<file path="config.mk">
export PLATFORM = sky130hd
export DESIGN_NAME = quadrature_generator_flat
export DESIGN_NICKNAME = d
export VERILOG_FILES = /design/src/rtl/quadrature_generator_if.sv /design/src/rtl/quadrature_generator.sv /design/src/flat_wrapper.sv
export SDC_FILE = /design/constraint.sdc
export NUM_CORES = 1
export LEC_CHECK = 0
export BUFFER_PORTS_ARGS = -buffer_cell sky130_fd_sc_hd__buf_2
export CELL_PAD_IN_SITES_DETAIL_PLACEMENT = 1
export CELL_PAD_IN_SITES_GLOBAL_PLACEMENT = 1
export CORE_MARGIN = 2
export CORE_UTILIZATION = 43
export DETAILED_ROUTE_END_ITERATION = 8
export PLACE_DENSITY = 0.8
export SKIP_LAST_GASP = 1
export SLEW_MARGIN = 20
export SYNTH_ARGS = -nofsm -noshare
export SYNTH_HDL_FRONTEND = slang
export SYNTH_SLANG_ARGS = --single-unit
</file>
<file path="constraint.sdc">
create_clock -name clk -period 2.79 [get_ports clk]
set_input_delay 0 -clock clk [delete_from_list [all_inputs] [get_ports clk]]
set_output_delay 0 -clock clk [all_outputs]
set_load 0.02 [all_outputs]
</file>
<file path="src/rtl/quadrature_generator_if.sv">
// Command channel of the quadrature generator: a valid/ready step request
// carrying direction and step count.
interface quadrature_generator_if #(
    parameter int STEP_W = 8
);
    logic              cmd_valid;
    logic              cmd_ready;
    logic              cmd_dir;
    logic [STEP_W-1:0] cmd_steps;

    modport master (
        output cmd_valid,
        output cmd_dir,
        output cmd_steps,
        input  cmd_ready
    );

    modport slave (
        input  cmd_valid,
        input  cmd_dir,
        input  cmd_steps,
        output cmd_ready
    );
endinterface

</file>
<file path="src/rtl/quadrature_generator.sv">
// Emits two-phase Gray-coded A/B waveforms for a commanded number of steps at a
// fixed dwell per state, and tracks the net position emitted since reset.
module quadrature_generator #(
    parameter int PHASE_CLKS     = 4,
    parameter int EDGES_PER_STEP = 4,
    parameter int STEP_W         = 8
) (
    input  logic                       clk,
    input  logic                       rst,
    quadrature_generator_if.slave      cmd,
    output logic                       quad_A,
    output logic                       quad_B,
    output logic                       busy,
    output logic                       done,
    output logic [STEP_W-1:0]          position
);

    localparam int CNT_W  = (PHASE_CLKS > 1) ? $clog2(PHASE_CLKS) : 1;
    localparam int EDGE_W = STEP_W + 2;
    localparam logic [CNT_W-1:0] DWELL_LAST = CNT_W'(PHASE_CLKS - 1);
    localparam logic [1:0]       SUB_LAST   = 2'(EDGES_PER_STEP - 1);

    typedef enum logic [1:0] {
        ST_IDLE      = 2'd0,
        ST_MOVE      = 2'd1,
        ST_DWELL_END = 2'd2,
        ST_DONE      = 2'd3
    } state_t;

    state_t              state_q, state_d;
    logic [CNT_W-1:0]    dwell_q, dwell_d;
    logic [EDGE_W-1:0]   edges_q, edges_d;
    logic [1:0]          sub_q, sub_d;
    logic                dir_q, dir_d;
    logic [1:0]          phase_q, phase_d;
    logic                quad_a_q, quad_a_d;
    logic                quad_b_q, quad_b_d;
    logic                ready_q, ready_d;
    logic                busy_q, busy_d;
    logic                done_q, done_d;
    logic [STEP_W-1:0]   position_q, position_d;
    logic [1:0]          ab_s;
    logic                accept_s;
    logic                dwell_end_s;

    // Phase index to (A,B): 0=00, 1=10, 2=11, 3=01; CW walks the index up.
    function automatic logic [1:0] gray_ab(input logic [1:0] idx);
        logic [1:0] ab;
        case (idx)
            2'd0:    ab = 2'b00;
            2'd1:    ab = 2'b10;
            2'd2:    ab = 2'b11;
            2'd3:    ab = 2'b01;
            default: ab = 2'b00;
        endcase
        return ab;
    endfunction

    // Next-state, counters, Gray phase and registered output values.
    always_comb begin
        state_d    = state_q;
        dwell_d    = dwell_q;
        edges_d    = edges_q;
        sub_d      = sub_q;
        dir_d      = dir_q;
        phase_d    = phase_q;
        position_d = position_q;
        accept_s    = cmd.cmd_valid & ready_q;
        dwell_end_s = (dwell_q == DWELL_LAST);

        case (state_q)
            ST_IDLE, ST_DONE: begin
                if (accept_s) begin
                    dir_d   = cmd.cmd_dir;
                    edges_d = EDGE_W'(cmd.cmd_steps) * EDGE_W'(EDGES_PER_STEP);
                    sub_d   = 2'd0;
                    if (cmd.cmd_steps != {STEP_W{1'b0}}) begin
                        state_d = ST_MOVE;
                        dwell_d = {CNT_W{1'b0}};
                    end else begin
                        // Zero steps: a one-clock tail so done follows the accept edge by one cycle.
                        state_d = ST_DWELL_END;
                        dwell_d = DWELL_LAST;
                    end
                end else begin
                    state_d = ST_IDLE;
                end
            end
            ST_MOVE: begin
                if (dwell_end_s) begin
                    dwell_d = {CNT_W{1'b0}};
                    phase_d = dir_q ? (phase_q + 2'd1) : (phase_q - 2'd1);
                    edges_d = edges_q - EDGE_W'(1);
                    if (sub_q == SUB_LAST) begin
                        sub_d      = 2'd0;
                        position_d = dir_q ? (position_q + STEP_W'(1)) : (position_q - STEP_W'(1));
                    end else begin
                        sub_d = sub_q + 2'd1;
                    end
                    if (edges_q == EDGE_W'(1)) begin
                        state_d = ST_DWELL_END;
                    end else begin
                        state_d = ST_MOVE;
                    end
                end else begin
                    dwell_d = dwell_q + CNT_W'(1);
                end
            end
            ST_DWELL_END: begin
                if (dwell_end_s) begin
                    dwell_d = {CNT_W{1'b0}};
                    state_d = ST_DONE;
                end else begin
                    dwell_d = dwell_q + CNT_W'(1);
                end
            end
            default: begin
                state_d = ST_IDLE;
            end
        endcase

        ab_s     = gray_ab(phase_d);
        quad_a_d = ab_s[1];
        quad_b_d = ab_s[0];
        ready_d  = (state_d == ST_IDLE) || (state_d == ST_DONE);
        busy_d   = ~ready_d;
        done_d   = (state_d == ST_DONE);
    end

    // State and output registers with synchronous reset.
    always_ff @(posedge clk) begin
        if (rst) begin
            state_q    <= ST_IDLE;
            dwell_q    <= {CNT_W{1'b0}};
            edges_q    <= {EDGE_W{1'b0}};
            sub_q      <= 2'd0;
            dir_q      <= 1'b0;
            phase_q    <= 2'd0;
            quad_a_q   <= 1'b0;
            quad_b_q   <= 1'b0;
            ready_q    <= 1'b1;
            busy_q     <= 1'b0;
            done_q     <= 1'b0;
            position_q <= {STEP_W{1'b0}};
        end else begin
            state_q    <= state_d;
            dwell_q    <= dwell_d;
            edges_q    <= edges_d;
            sub_q      <= sub_d;
            dir_q      <= dir_d;
            phase_q    <= phase_d;
            quad_a_q   <= quad_a_d;
            quad_b_q   <= quad_b_d;
            ready_q    <= ready_d;
            busy_q     <= busy_d;
            done_q     <= done_d;
            position_q <= position_d;
        end
    end

    assign cmd.cmd_ready = ready_q;
    assign quad_A        = quad_a_q;
    assign quad_B        = quad_b_q;
    assign busy          = busy_q;
    assign done          = done_q;
    assign position      = position_q;

endmodule

</file>
<file path="src/flat_wrapper.sv">
// flat-port wrapper written by rule: the top's interface ports become plain ports
module quadrature_generator_flat 
#(
    parameter int PHASE_CLKS     = 4,
    parameter int EDGES_PER_STEP = 4,
    parameter int STEP_W         = 8
)
  (clk, rst, quad_A, quad_B, busy, done, position, cmd_cmd_valid, cmd_cmd_dir, cmd_cmd_steps, cmd_cmd_ready);
  quadrature_generator_if #(.STEP_W(STEP_W)) cmd_i ();
  input  logic clk;
  input  logic rst;
  output logic quad_A;
  output logic quad_B;
  output logic busy;
  output logic done;
  output logic [STEP_W-1:0] position;
  input wire logic [$bits(cmd_i.cmd_valid)-1:0] cmd_cmd_valid;
  input wire logic [$bits(cmd_i.cmd_dir)-1:0] cmd_cmd_dir;
  input wire logic [$bits(cmd_i.cmd_steps)-1:0] cmd_cmd_steps;
  output wire logic [$bits(cmd_i.cmd_ready)-1:0] cmd_cmd_ready;
  assign cmd_i.cmd_valid = cmd_cmd_valid;
  assign cmd_i.cmd_dir = cmd_cmd_dir;
  assign cmd_i.cmd_steps = cmd_cmd_steps;
  assign cmd_cmd_ready = cmd_i.cmd_ready;
  quadrature_generator #(.PHASE_CLKS(PHASE_CLKS), .EDGES_PER_STEP(EDGES_PER_STEP), .STEP_W(STEP_W)) u_core (.clk(clk), .rst(rst), .cmd(cmd_i), .quad_A(quad_A), .quad_B(quad_B), .busy(busy), .done(done), .position(position));
endmodule
</file>
; ---- Word level (Yosys, flattened, before mapping)
; Index checks and enable logic that the tools add are counted.
[totals]
latchBits = 0
n_memories = 0
rom_bits = 0
reg_bits = 32
output_inout_bits = 13
ram_bits = 0
[op_classes]
n_reduce_logical = 11
n_eq_ne = 12
n_mul = 0
addsub = 7
muxes = 22
bitwise = 2
magnitude_cmp = 0
div = 0
shift = 0
[op_table]
columns = cell, count
row1 = $mux W2, 14
row2 = $mux W10, 2
row3 = $pmux W10 S2, 1
row4 = $eq A2 B2 Y1 const B, 7
row5 = $eq A10 B1 Y1 const B, 1
row6 = $sub A10 B1 Y10 const B, 1
row7 = $add A8 B1 Y8 const B, 1
row8 = $mux W8, 1
row9 = $pmux W2 S2, 2
row10 = $pmux W2 S4, 1
row11 = $reduce_bool A8 Y1, 1
row12 = $sub A8 B1 Y8 const B, 1
row13 = $add A2 B1 Y2 const B, 3
row14 = $logic_not A2 Y1, 3
row15 = $pmux W2 S3, 1
row16 = $reduce_and A3 Y1, 2
row17 = $eq A2 B1 Y1 const B, 2
row18 = $ne A2 B1 Y1 const B, 2
row19 = $reduce_or A2 Y1, 2
row20 = $reduce_and A2 Y1, 1
row21 = $reduce_bool A2 Y1, 1
row22 = $sub A2 B1 Y2 const B, 1
row23 = $and A1 B1 Y1, 1
row24 = $logic_or A1 B1 Y1, 1
row25 = $not A1 Y1, 1

; ---- Logic depth before layout (Yosys ltp)
[depth]
depth_word = 7
depth_mapped = 10
ltp_nobuf = 8

; ---- Worst setup path before layout
; OpenSTA, ideal clock, no wires.
[synth_timing]
path_type = register to register
from = reg u_core.dir_q
to = reg u_core.position_q[7] (netlist: u_core.position[7])
stages_incl_launch_ff = 8
n_path_buf = 0
slack_ns = 0.688
arrival_time_ns = 1.982
required_ns = 2.669
setup_ns = 0.121
cell_sequence = dfxtp_1 > inv_1 > ha_1 > a21oi_1 > a211oi_1 > or3_1 > a21oi_1 > mux2_2
[synth_via]
elab_chain_len = 1
[synth_rtl]
columns = element, line_no
row1 = start: declaration, quadrature_generator.sv:34  ; logic dir_q, dir_d;
row2 = start signal: assignment, quadrature_generator.sv:150  ; dir_q <= dir_d;
row3 = $mux W8, quadrature_generator.sv:96  ; position_d = dir_q ? (position_q + STEP_W'(1)) : (position_q - STEP_W'(1));
row4 = end signal: assignment, quadrature_generator.sv:144  ; position_q <= {STEP_W{1'b0}};
row5 = end signal: assignment, quadrature_generator.sv:157  ; position_q <= position_d;
row6 = end: declaration, quadrature_generator.sv:41  ; logic [STEP_W-1:0] position_q, position_d;
; Every way passes these cells.
; A chain may end at the register's enable or synchronous reset.

; ---- Worst setup path in the final report
; Same ends and word-level chain as after synthesis.

==> impl_metrics.py <==
metrics = {
    "finish": {
        "final_cells": 297,
        "multi_input_area_um2": 1110,
        "drive_gt1_share_pct": 17.0,
        "diodes": 0,
        "seqCellArea_um2": 641,
        "nNetsFinal": 275,
        "nFillCells": 500,
        "area_growth_pct": 13.4,
    },
    "power": {
        "internal_power_uw": 766,
        "switching_share_pct": 27.6,
        "clkPwrFrac_pct": 36.5,
        "leakagePower_nw": 0.952,
        "seq_power_share_pct": 47.2,
        "pwr-share-comb_pct": 16.3,
        "vdd_ir_drop_max_uv": 296,
        "p_switching_uw": 292,
        "cellPowerDensity_nw_per_um2": 502,
    },
    "placed_design": {
        "io_buffers": 24,
        "dp_cells": 289,
        "gp_congestion": 0.809,
        "dpl.hpwl_um": 3310,
        "post-place-ws_ps": 471,
    },
    "synth": {
        "synthesis.area_um2": 1860,
        "ys_ff_latch": 32,
        "synthCells": 221,
        "synth_top_area_share_pct": 34.5,
        "synth_common_cells": "32 x dfxtp_1, 28 x nor2_1, 23 x a21oi_1, 19 x nand2_1, 15 x ha_1",
        "yosysSeqAreaShare_pct": 34.5,
        "synth_most_common_cell": "dfxtp_1",
        "avgSynthCellArea_um2": 8.40,
        "yosysUniqueCellTypes": 43,
        "yosysWarnings": 0,
        "yosys-top-cells-area": "dfxtp_1 35%, ha_1 10%, a21oi_1 6.2%",
        "synth_largest_area_cell": "dfxtp_1",
        "syn_nets": 249,
        "synth_edf_count": 0,
        "async_reset_ff_share_pct": 0,
        "ys.flop_type": "dfxtp_1",
    },
    "routing": {
        "drc": 0,
        "wirelength_um": 4590,
        "antenna_left": 0,
        "vias": 1659,
        "drt-initial-drc-count": 58,
        "wl_per_cell_um": 15.4,
        "dr.pass1.iters": 6,
        "viasPerCell": 5.59,
    },
    "sta": {
        "setup_tns_ps": 0,
        "fin_crit_sh_pct": 86.4,
        "fin_crit_ps": 2410,
        "report.final.slew_viol_count": 0,
        "rsz0062_at_grt": "false",
        "hold_viol": 0,
        "slew_headroom_pct": 60.2,
        "fin_skew_ps": 6.59,
        "finalSetupViolCount": 0,
        "setup_ws_ps": 378,
        "timing.fmax_mhz": 415,
        "tightest_slew_ps": 591,
    },
    "worst_setup_path": {
        "crit_path_start_kind": "flip-flop",
        "rrSetupSlack_ps": 380,
        "arrival_ps": 2570,
        "critical_path_class": "reg2reg",
        "worstSetupEndpointType": "flip-flop",
        "required_ps": 2950,
        "rr_worst_depth": 7,
        "worstPathMaxFanout": 7,
    },
    "grt": {
        "grt_pass1_wl_um": 7890,
        "grt_max_degree": 30,
        "grt_pass1_vias": 1693,
        "antenna_found_initial": 0,
        "grtUsageTotal_pct": 20.0,
        "grt_overflow": 0,
    },
    "min_path": {
        "whs_path_depth": 5,
        "hp-class": "in2reg",
    },
    "cts": {
        "htree_levels": 2,
        "numCtsBuffers": 5,
        "clock-root-buffer": "clkbuf_8",
        "post-cts-setup-buffers": 0,
        "clk_pin_slew_ps": 70,
        "clock_sinks": 32,
        "clock_latency_ps": 280,
        "cts_tree": "yes",
        "cts.path.max_buffers": 2,
    },
    "flow_run": {
        "drv_cap": 0,
    },
    "floorplanning": {
        "die_w_um": 69.7,
        "rows": 23,
        "pin_count": 25,
        "die_h_um": 69.7,
        "dieArea_um2": 4860,
        "coreArea_um2": 4090,
        "start_util_pct": 45.4,
    },
    "status": {
        "status": "complete, no violations",
    },
}
==> metal layers <==
layer,wire length [um],GRT usage (%),share of wire (%)
met1,2200,24.6,48
met2,2240,35.3,49
met3,126,4.65,2.7
met4,26,5.13,0.57
met5,0,0,0
==> final timing paths <==
kind,from,end
worst max-delay path,u_core.dir_q,u_core.position[7]
worst min-delay path,cmd_cmd_steps[0],u_core.edges_q[2]
worst max register to register,u_core.dir_q,u_core.position[7]
worst min register to register,u_core.position[3],u_core.position[3]
==> repair_timing <==
item,CTS,global route
gates resized for setup,0,0
endpoints found under the hold margin,1,0
hold buffers,1,0
==> placed cells by master, fill, tap and decap left out, types with 2 or more instances in the layout <==
cell | synthesis | routed
nand2_1 | 19 | 19
a22oi_1 | 2 | 2
and3_1 | 2 | 2
nor2_1 | 28 | 28
dfxtp_1 | 32 | 32
or4_1 | 3 | 3
nand4_1 | 2 | 2
a211oi_1 | 5 | 5
nand3_1 | 4 | 4
buf_2 | 2 | 24
a21oi_1 | 23 | 23
clkbuf_8 | 0 | 7
a21o_1 | 3 | 3
ha_1 | 15 | 15
nor3_1 | 5 | 5
mux2i_1 | 3 | 3
or3_1 | 4 | 4
buf_4 | 0 | 4
o32ai_1 | 2 | 2
nor2b_1 | 7 | 7
inv_1 | 10 | 10
o31ai_1 | 2 | 2
and2_1 | 3 | 3
xnor2_1 | 4 | 4
nor4_1 | 3 | 3
o21ai_0 | 7 | 7
xor2_1 | 3 | 3
o22ai_1 | 3 | 3
a31oi_1 | 3 | 3
==> stage by stage <==
| stage | hold WS (ps) | total power, mW | util [%] | cell area, um^2 |
|---|---|---|---|---|
| 6_report | 98.8 | 1.06 | 51.5 | 2110 |
| 5_1_grt | 110 | 1.12 | 51.5 | 2110 |
| 3_3_place_gp | 257 | 0.675 | 48.9 | 2000 |
| 2_1_floorplan | 144 | 0.637 | - | 1860 |
| 3_5_place_dp | 257 | 0.680 | 48.9 | 2000 |
| 4_1_cts | 91.2 | 1.07 | 51.5 | 2110 |
==> power by group through the flow <==
stage / clock network (mW) / logic [mW] / registers, mW
2_1_floorplan: 0 / 0.130 / 0.507
3_3_place_gp: 0 / 0.166 / 0.509
3_5_place_dp: 0 / 0.170 / 0.510
4_1_cts: 0.400 / 0.172 / 0.499
5_1_grt: 0.419 / 0.194 / 0.504
6_report: 0.386 / 0.172 / 0.500
==> critical path: stages, from the launching register on <==
cell and delay (ps):
dfxtp_1 400, inv_1 180, ha_1 380, a21oi_1 330
a211oi_1 150, or3_1 360, a21oi_1 160, mux2_2 350
==> layout make-up <==
type	instances	share of cell area (%)
Clock buffer	7	4.58
Inverter	10	1.78
Multi-Input combinational cell	169	52.6
Sequential cell	32	30.4
Tap cell	50	2.97
Timing Repair Buffer	29	7.61
==> flip-flops by register name, indices dropped and copies added, names as in the netlist <==
register              cells
u_core.sub_q              2
u_core.edges_q           10
u_core.quad_A             1
u_core.phase_q            2
u_core.cmd.cmd_ready      1
u_core.done               1
u_core.dir_q              1
u_core.busy               1
u_core.dwell_q            2
u_core.quad_B             1
u_core.state_q            2
u_core.position           8
==> kinds of logic after synthesis <==
| group | after synthesis | synth area share (%) |
|---|---|---|
| compound gates | 56 | 19.5 |
| fa+ha+maj | 16 | 11.2 |
| buf+inv | 20 | 5.79 |
| simple gates | 86 | 23.5 |
| mux | 4 | 2.22 |
| xor+xnor | 7 | 3.30 |
| flops | 32 | 34.5 |
Note: power is estimated with default switching activity, not from simulation.
